**src/rtl/mfp_eic_scheduler.sv**
```systemverilog
// EIC interrupt scheduler: per-channel priority table, one-channel-per-cycle scan,
// presents the winner to the CPU, and pulses a clear command after acknowledge.
module mfp_eic_scheduler #(
  parameter int CHANNELS   = 8,
  parameter int PRIO_WIDTH = 3
) (
  input  logic                  CLK,
  input  logic                  RESETn,
  input  logic [CHANNELS-1:0]   pending,
  input  logic                  cfg_write_enable,
  input  logic [5:0]            cfg_write_channel,
  input  logic [PRIO_WIDTH-1:0] cfg_write_priority,
  input  logic [5:0]            cfg_read_channel,
  output logic [PRIO_WIDTH-1:0] cfg_read_priority,
  input  logic [7:0]            EIC_IPL,
  input  logic                  EIC_IAck,
  output logic [7:0]            EIC_Interrupt,
  output logic [5:0]            EIC_Vector,
  output logic                  clear_valid,
  output logic [5:0]            clear_channel,
  output logic                  busy
);

  typedef enum logic [1:0] {S_IDLE, S_SCAN, S_PRESENT, S_CLEAR} state_t;

  localparam logic [5:0] LAST = 6'(CHANNELS - 1);

  state_t                state_q, state_d;
  logic [PRIO_WIDTH-1:0] prio_q [CHANNELS];
  logic [5:0]            idx_q, idx_d;
  logic [5:0]            best_ch_q, best_ch_d;
  logic [PRIO_WIDTH-1:0] best_prio_q, best_prio_d;
  logic [7:0]            int_q, int_d;
  logic [5:0]            vec_q, vec_d;
  logic                  clr_q, clr_d;
  logic [5:0]            clr_ch_q, clr_ch_d;
  logic                  busy_q, busy_d;

  logic                  pend_idx, pend_best;
  logic [PRIO_WIDTH-1:0] prio_idx, prio_best, rd_prio;
  logic                  take;
  logic [PRIO_WIDTH-1:0] scan_prio;
  logic [5:0]            scan_ch;

  // Table/flag lookups by decode so out-of-range indices read as zero.
  always_comb begin
    pend_idx  = 1'b0;
    pend_best = 1'b0;
    prio_idx  = '0;
    prio_best = '0;
    rd_prio   = '0;
    for (int i = 0; i < CHANNELS; i++) begin
      if (idx_q == 6'(i)) begin
        pend_idx = pending[i];
        prio_idx = prio_q[i];
      end
      if (best_ch_q == 6'(i)) begin
        pend_best = pending[i];
        prio_best = prio_q[i];
      end
      if (cfg_read_channel == 6'(i)) rd_prio = prio_q[i];
    end
  end

  assign cfg_read_priority = rd_prio;

  // Strict compare keeps the lowest index on a tie.
  always_comb begin
    take      = pend_idx && (prio_idx > best_prio_q);
    scan_prio = take ? prio_idx : best_prio_q;
    scan_ch   = take ? idx_q : best_ch_q;
  end

  always_comb begin
    state_d     = state_q;
    idx_d       = idx_q;
    best_ch_d   = best_ch_q;
    best_prio_d = best_prio_q;
    int_d       = int_q;
    vec_d       = vec_q;
    clr_d       = 1'b0;
    clr_ch_d    = clr_ch_q;
    case (state_q)
      S_IDLE: begin
        if (|pending) begin
          state_d     = S_SCAN;
          idx_d       = '0;
          best_ch_d   = '0;
          best_prio_d = '0;
        end
      end
      S_SCAN: begin
        best_prio_d = scan_prio;
        best_ch_d   = scan_ch;
        idx_d       = idx_q + 6'd1;
        if (idx_q == LAST) begin
          if (8'(scan_prio) > EIC_IPL) begin
            state_d = S_PRESENT;
            int_d   = 8'(scan_prio);
            vec_d   = scan_ch;
          end else begin
            state_d = S_IDLE;
          end
        end
      end
      S_PRESENT: begin
        if (EIC_IAck) begin
          state_d  = S_CLEAR;
          int_d    = '0;
          clr_d    = 1'b1;
          clr_ch_d = best_ch_q;
        end else if (!pend_best || prio_best == '0 || EIC_IPL >= 8'(best_prio_q)) begin
          state_d = S_IDLE;
          int_d   = '0;
        end
      end
      S_CLEAR: begin
        state_d = S_IDLE;
      end
      default: state_d = S_IDLE;
    endcase
    busy_d = (state_d != S_IDLE);
  end

  always_ff @(posedge CLK) begin
    if (!RESETn) begin
      state_q     <= S_IDLE;
      idx_q       <= '0;
      best_ch_q   <= '0;
      best_prio_q <= '0;
      int_q       <= '0;
      vec_q       <= '0;
      clr_q       <= 1'b0;
      clr_ch_q    <= '0;
      busy_q      <= 1'b0;
      for (int i = 0; i < CHANNELS; i++) prio_q[i] <= '0;
    end else begin
      state_q     <= state_d;
      idx_q       <= idx_d;
      best_ch_q   <= best_ch_d;
      best_prio_q <= best_prio_d;
      int_q       <= int_d;
      vec_q       <= vec_d;
      clr_q       <= clr_d;
      clr_ch_q    <= clr_ch_d;
      busy_q      <= busy_d;
      for (int i = 0; i < CHANNELS; i++)
        if (cfg_write_enable && cfg_write_channel == 6'(i)) prio_q[i] <= cfg_write_priority;
    end
  end

  assign EIC_Interrupt = int_q;
  assign EIC_Vector    = vec_q;
  assign clear_valid   = clr_q;
  assign clear_channel = clr_ch_q;
  assign busy          = busy_q;

endmodule

```
**config.mk**
```make
export PLATFORM = sky130hd
export DESIGN_NAME = mfp_eic_scheduler
export DESIGN_NICKNAME = d
export VERILOG_FILES = /design/src/rtl/mfp_eic_scheduler.sv
export SDC_FILE = /design/constraint.sdc
export NUM_CORES = 1
export LEC_CHECK = 0
export BUFFER_PORTS_ARGS = -buffer_cell sky130_fd_sc_hd__buf_2
export CELL_PAD_IN_SITES_DETAIL_PLACEMENT = 1
export CELL_PAD_IN_SITES_GLOBAL_PLACEMENT = 1
export CORE_AREA = 2 2 102 84
export CTS_CLUSTER_DIAMETER = 120
export CTS_CLUSTER_SIZE = 30
export DETAILED_ROUTE_END_ITERATION = 7
export DIE_AREA = 0 0 104 86
export GPL_TIMING_DRIVEN = 0
export PLACE_DENSITY_LB_ADDON = 0.1
export SKIP_LAST_GASP = 1
export SYNTH_ARGS = -nofsm -noshare
export SYNTH_HDL_FRONTEND = slang
export SYNTH_SLANG_ARGS = --single-unit
export TNS_END_PERCENT = 20
```
**constraint.sdc**
```tcl
create_clock -name CLK -period 7.7 [get_ports CLK]
set_input_delay 0.385 -clock CLK [delete_from_list [all_inputs] [get_ports CLK]]
set_output_delay 0.385 -clock CLK [all_outputs]
set_load 0.02 [all_outputs]
```
==> results of run 1 <==
cells by family after synthesis:
| group | synth area share, % |
|---|---|
| buf+inv | 7.89 |
| fa+ha+maj | 4.60 |
| mux | 7.57 |
| other cells | 0.106 |
| flops | 39.6 |
| simple gates | 22.4 |
| compound gates | 17.8 |
per-layer routing:
metal  vias up  GRT usage, %  part of all wire [%]
met1      1672          35.9                    47
met5         -             0                     0
met2       115          40.3                    45
met4         0          5.41                  0.66
li1       1599             -                     -
met3         6          6.23                   7.8
state kept, by name, summed over array words and instances (netlist names):
register / flops
best_prio_q: 3
EIC_Interrupt: 3
busy: 1
idx_q: 6
prio_q: 24
state_q: 2
best_ch_q: 6
clear_channel: 6
EIC_Vector: 6
clear_valid: 1
power by group through the flow:
stage               logic [uW]  clock network (uW)  registers, uW
CTS                        126                 357            344
detailed placement         125                   0            351
finish                     128                 353            344
global placement           119                   0            350
floorplan                 85.5                   0            344
global route               140                 371            345
synth_stat cells, types with 2 or more instances:
| master | n |
|---|---|
| a22oi_1 | 5 |
| ha_1 | 13 |
| mux2i_1 | 11 |
| mux4_2 | 2 |
| nor4_1 | 9 |
| clkbuf_1 | 11 |
| mux2_2 | 4 |
| buf_4 | 6 |
| a221oi_1 | 2 |
| nor2_1 | 47 |
| a21oi_1 | 24 |
| dfxtp_1 | 34 |
| a31oi_1 | 6 |
| o32ai_1 | 6 |
| buf_2 | 7 |
| nor3b_1 | 5 |
| nand2_1 | 49 |
| a221o_1 | 2 |
| nor3_1 | 9 |
| nand3b_1 | 3 |
| buf_6 | 6 |
| o211ai_1 | 4 |
| and3_1 | 7 |
| inv_1 | 24 |
| mux4_1 | 2 |
| nand3_1 | 10 |
| o21a_1 | 2 |
| edfxtp_1 | 24 |
| nand4_1 | 4 |
| nor2b_1 | 6 |
| nand2b_1 | 5 |
| o21ai_0 | 22 |
| o311ai_0 | 2 |
| o22ai_1 | 3 |
| a2bb2oi_1 | 3 |
| o221ai_1 | 2 |
placed cells by master (no fill, tap or decap), types with 4 or more instances in the layout:
cell and count:
buf_2 59, nand2_1 49, nor2_1 47, dfxtp_1 34, inv_1 24, a21oi_1 24
edfxtp_1 24, o21ai_0 22, ha_1 13, clkbuf_1 11, mux2i_1 11, nand3_1 10
nor3_1 9, nor4_1 9, clkbuf_8 9, and3_1 7, buf_6 6, nor2b_1 6
a31oi_1 6, buf_4 6, o32ai_1 6, nor3b_1 5, a22oi_1 5, nand2b_1 5
conb_1 5, o211ai_1 4, mux2_2 4, nand4_1 4
through the flow:
step	cell area, sq um	total power [uW]	hold slack, ns	setup slack (ns)
floorplan	3550	429	0.433	3.50
CTS	4200	827	0.344	2.64
detailed placement	3950	475	0.438	2.67
global route	4200	856	0.385	2.31
global placement	3950	470	0.438	2.80
finish	4200	825	0.358	2.53
final cells by class:
class                           instances  area, sq um  share of cell area (%)
Multi-Input combinational cell        295         1870                    44.6
Clock buffer                            9          124                    2.95
Sequential cell                        58         1400                    33.4
Clock inverter                          7          125                    2.98
Buffer                                 30          189                    4.50
Tap cell                              108          135                    3.22
Timing Repair Buffer                   52          260                    6.20
Inverter                               24         90.1                    2.15
tightest hold or removal path, cell delays in order:
cell and delay (ns):
buf_2 0.12, o211ai_1 0.10, nand2_1 0.06
worst paths after layout:
path / startpoint / endpoint / cells past startpoint
max: idx_q[1] / EIC_Interrupt[2] / 19
min: EIC_IAck / state_q[1] / 3
max reg2reg: idx_q[1] / EIC_Interrupt[2] / 19
min reg2reg: EIC_Interrupt[0] / EIC_Interrupt[0] / 2
==> results.toml, run 1 <==
[power]
clkPwrFrac_pct = 42.8
switching_share_pct = 27.3
powerDensity_nw_per_um2 = 197
combPwrFrac_pct = 15.5
p_leak_uw = 0.00173
p_seq_share_pct = 41.7
ir_drop_v = 0.0000968
p_int_uw = 600
p_sw_uw = 225

[drt]
drtPass1Iterations = 5
ant_nets = 0
first_iter_violations = 202
viasPerCell = 5.82
num_vias = 3392
wirelength_mm = 11.1
drc_errors = 0
wl_per_cell_um = 19.0

[cts]
cts_sinks = 58
clk_path_buf_depth = 2
cts-root-buf = "clkbuf_8"
postCtsHoldBufs = 0
cts_tree = "built"
cts_buffers = 9
cts_resized = 0
cts_max_level = 3
clkTransAtPathRegs_ns = 0.08
postCtsSetupBuffers = 0
clock_latency_ns = 0.35

[global_route]
grt_pass1_wl_mm = 17.6
grt_max_degree = 13
grt_usage_pct = 25.5
antenna_found_initial = 0
grt_pass1_vias = 3335
gr-total-overflow = 0

[placed_design]
dp.cells = 567
hpwl_mm = 8.45
place.gp.congestion = 0.920
io_buffers = 52

[timing]
period_needed_ns = 5.17
relSlewSlack_pct = 41.6
worstMarginPinSlew_ns = 0.868
rsz0062_at_grt = "no"
setup_viol_count_final = 0
fin_skew_ns = 0.0110
hold_viol = 0
drv_slew = 0
max_freq_mhz = 193
finalSetupTns_ns = 0
post-route-period-util_pct = 67.1

[worst_setup_path]
critPathArrivalTime_ns = 5.39
crit_chain = "inv_1, ha_1, clkbuf_1, nand3b_1, a211oi_1, o21ai_0, a21oi_1, ha_1, o21a_1, o2111a_1, and3_1, buf_6, mux2_4, ha_1, a311oi_1, nand4_1, and3_1, o21ai_0, nand3_1"
cpMaxStageDelayCell = "dfxtp_1"
critPathMaxStageDelay_ns = 0.46
path_max_fanout = 10
cp_top_family = "compound AO/OA/AOI/OAI gates"
crit_path_frequent_cell = "ha_1"
cp.required_ns = 7.92
r2r_setup_slack_ns = 2.53
path_class = "reg2reg"
start_kind = "flip-flop"
crit_buf_inv = 3
endpoint_kind = "flip-flop"

[job]
maxCapViolCount = 0

[floorplanning]
core_sq_um = 7840
placementRows = 29
die_h_um = 86
die_w_um = 104
ioPinCount = 60
die-area_sq_um = 8940
start_util_pct = 45.1

[synthesis]
ys_warn_count = 0
synth_area_sq_um = 3540
yosysSeqAreaShare_pct = 39.6
synthFlopType = "dfxtp_1"
syn-instance-count = 403
synth.top_cell.area_share_pct = 20.4
avgSynthCellArea_sq_um = 8.78
synth-edff-count = 24
synth_seq_cells = 58
synth_area_leader_cell = "edfxtp_1"
synthTopCellsByArea = "edfxtp_1 20%, dfxtp_1 19%, nand2_1 5.2%"
async_flop_share_pct = 0
synth.distinct_cells = 58

[finish]
drive_above_1_share_pct = 21.1
layout.nets = 518
n_antenna_cell = 0
utilization_pct = 53.5
instances_no_fill = 583
area_growth_pct = 18.6
nFillCells = 955

[run_status]
status = "finished clean"

[hold_path]
hold_path.class = "in2reg"
Power figures use the tool's default switching activity.
==> inputs of run 2 (changes only) <==
ABC_AREA = 1   (was unset)
CORE_AREA = 2 2 108 89   (was 2 2 102 84)
DIE_AREA = 0 0 110 91   (was 0 0 104 86)
clock period = 5.35 ns   (was 7.7 ns; I/O delays follow)
==> results.toml, run 2 <==
[run_status]
status = "finished clean"

[finish]
utilization_pct = 47.9
area_growth_pct = 17.6
final_cell_mix = "113 x nand2_1, 76 x inv_1, 57 x nor2_1"
nFillCells = 1170
n_antenna_cell = 0
final_common_cell = "nand2_1"
layout.nets = 629
drive_above_1_share_pct = 16.4
regMostFlops = "prio_q"
largest_reg_flops = 24

[timing]
fin_skew_ns = 0.0125
relSlewSlack_pct = 60.0
hold_viol = 0
post-route-period-util_pct = 89.7
max_freq_mhz = 208
worstMarginPinSlew_ns = 0.601
period_needed_ns = 4.80
rsz0062_at_grt = "no"
drv_slew = 0
finalSetupTns_ns = 0
setup_viol_count_final = 0

[synthesis]
synth-edff-count = 24
syn-instance-count = 512
synthFlopType = "dfxtp_1"
synth_most_common_cell = "nand2_1"
yosysSeqAreaShare_pct = 38.8
async_flop_share_pct = 0
synthTopCellsByArea = "edfxtp_1 20%, dfxtp_1 19%, nand2_1 12%"
synth.distinct_cells = 40
synth.top_cell.area_share_pct = 19.9
synth_area_sq_um = 3610
synth_area_leader_cell = "edfxtp_1"
synth_seq_cells = 58
ys_warn_count = 0
yosys-top-cells-count = "113 x nand2_1, 76 x inv_1, 57 x nor2_1, 45 x nand3_1, 39 x a21oi_1"
avgSynthCellArea_sq_um = 7.06

[worst_setup_path]
crit_path_frequent_cell = "nand2_1"
endpoint_kind = "flip-flop"
critPathMaxStageDelay_ns = 0.37
start_kind = "flip-flop"
path_max_fanout = 6
cpMaxStageDelayCell = "a221oi_2"
path_class = "reg2reg"
cp.required_ns = 5.62
critPathArrivalTime_ns = 5.07

[job]
maxCapViolCount = 0

[drt]
first_iter_violations = 171
wl_per_cell_um = 16.2
num_vias = 3663
drtPass1Iterations = 6
viasPerCell = 5.23
drc_errors = 0
wirelength_mm = 11.4
ant_nets = 0

[cts]
clk_path_buf_depth = 2
postCtsSetupBuffers = 0
cts-root-buf = "clkbuf_8"
cts_max_level = 3
clkTransAtPathRegs_ns = 0.08
cts_tree = "built"
clock_latency_ns = 0.34
cts_buffers = 9
cts_sinks = 58

[placed_design]
io_buffers = 54
hpwl_mm = 9.11
place.gp.congestion = 0.919

[power]
ir_drop_v = 0.000154
p_leak_uw = 0.00202
powerDensity_nw_per_um2 = 271

[global_route]
grt_max_degree = 11
gr-total-overflow = 0
grt_pass1_wl_mm = 18.7
grt_usage_pct = 24.3
grt_pass1_vias = 3829
antenna_found_initial = 0

[floorplanning]
die_h_um = 91
start_util_pct = 40.7
die-area_sq_um = 10000
core_sq_um = 8880
placementRows = 31
die_w_um = 110
ioPinCount = 60

[hold_path]
hold_path.class = "in2reg"
## run 2: changes by cell type in the layout (fill, tap and decap cells not counted), sizes merged, moves of 15 or more
cell	change
a21oi	+15
inv	+55
nand2	+69
nand3	+35
nand4	+15
nor2	+15
## run 2: per-layer routing
| metal | GRT usage [%] | vias to the layer above | wire, um |
|---|---|---|---|
| li1 | - | 1830 | - |
| met1 | 35.1 | 1751 | 5770 |
| met2 | 36.9 | 66 | 4980 |
| met3 | 4.67 | 16 | 445 |
| met4 | 6.54 | 0 | 164 |
| met5 | 0 | - | 0 |
## run 2: metrics by stage
stage,area (sq um),setup slack [ns],power [uW],std cells,hold WS [ns]
final,4250,0.551,1150,701,0.207
after floorplan,3630,1.39,671,516,0.431
after detailed placement,4040,0.529,753,685,0.467
after global placement,4040,0.627,744,685,0.452
after global routing,4250,0.0940,1220,701,0.218
after CTS,4240,0.507,1160,701,0.189
## run 2: worst paths after layout
path	startpoint	end	slack (ns)	cells after the start
max	idx_q[0]	EIC_Interrupt[0]	0.55	29
min	EIC_IAck	clear_valid	0.21	3
max reg2reg	idx_q[0]	EIC_Interrupt[0]	0.55	29
min reg2reg	best_prio_q[1]	best_prio_q[1]	0.47	2
## run 2: repair_timing
item                       CTS  global route
hold buffers                 0             0
setup endpoints to repair    0             1
gates resized for setup      0             1
## run 2: critical path: cells and delay by family, from the launching register on
family / cells / cell delay, ns
compound gates: 4 / 1.05
buf+inv: 4 / 0.37
flops: 1 / 0.35
simple gates: 18 / 2.18
fa+ha+maj: 3 / 0.77
## run 2: area by class of cell
type	count	area, sq um	area share, %
multi-input cells	363	1850	43.5
clock buffers	13	180	4.24
inverters	79	297	6.98
well taps	115	144	3.39
clock inverters	3	18.8	0.442
plain buffers	16	92.6	2.18
repair buffers	54	270	6.36
flip-flops and latches	58	1400	33.0
## run 2: logic make-up (layout without fill, tap and decap cells)
kind of cell	count (synthesis)	count (layout)	share of synthesized area, %
other cells	1	5	0.104
simple gates	257	257	31.7
buf+inv	95	165	10.8
fa+ha+maj	13	13	4.50
flops	58	58	38.8
compound gates	88	88	14.1
## run 2: power by group
group	switching, uW	total, uW	internal (uW)
registers	17.1	496	479
logic	166	254	88.2
clock network	182	403	221
total	364	1150	788
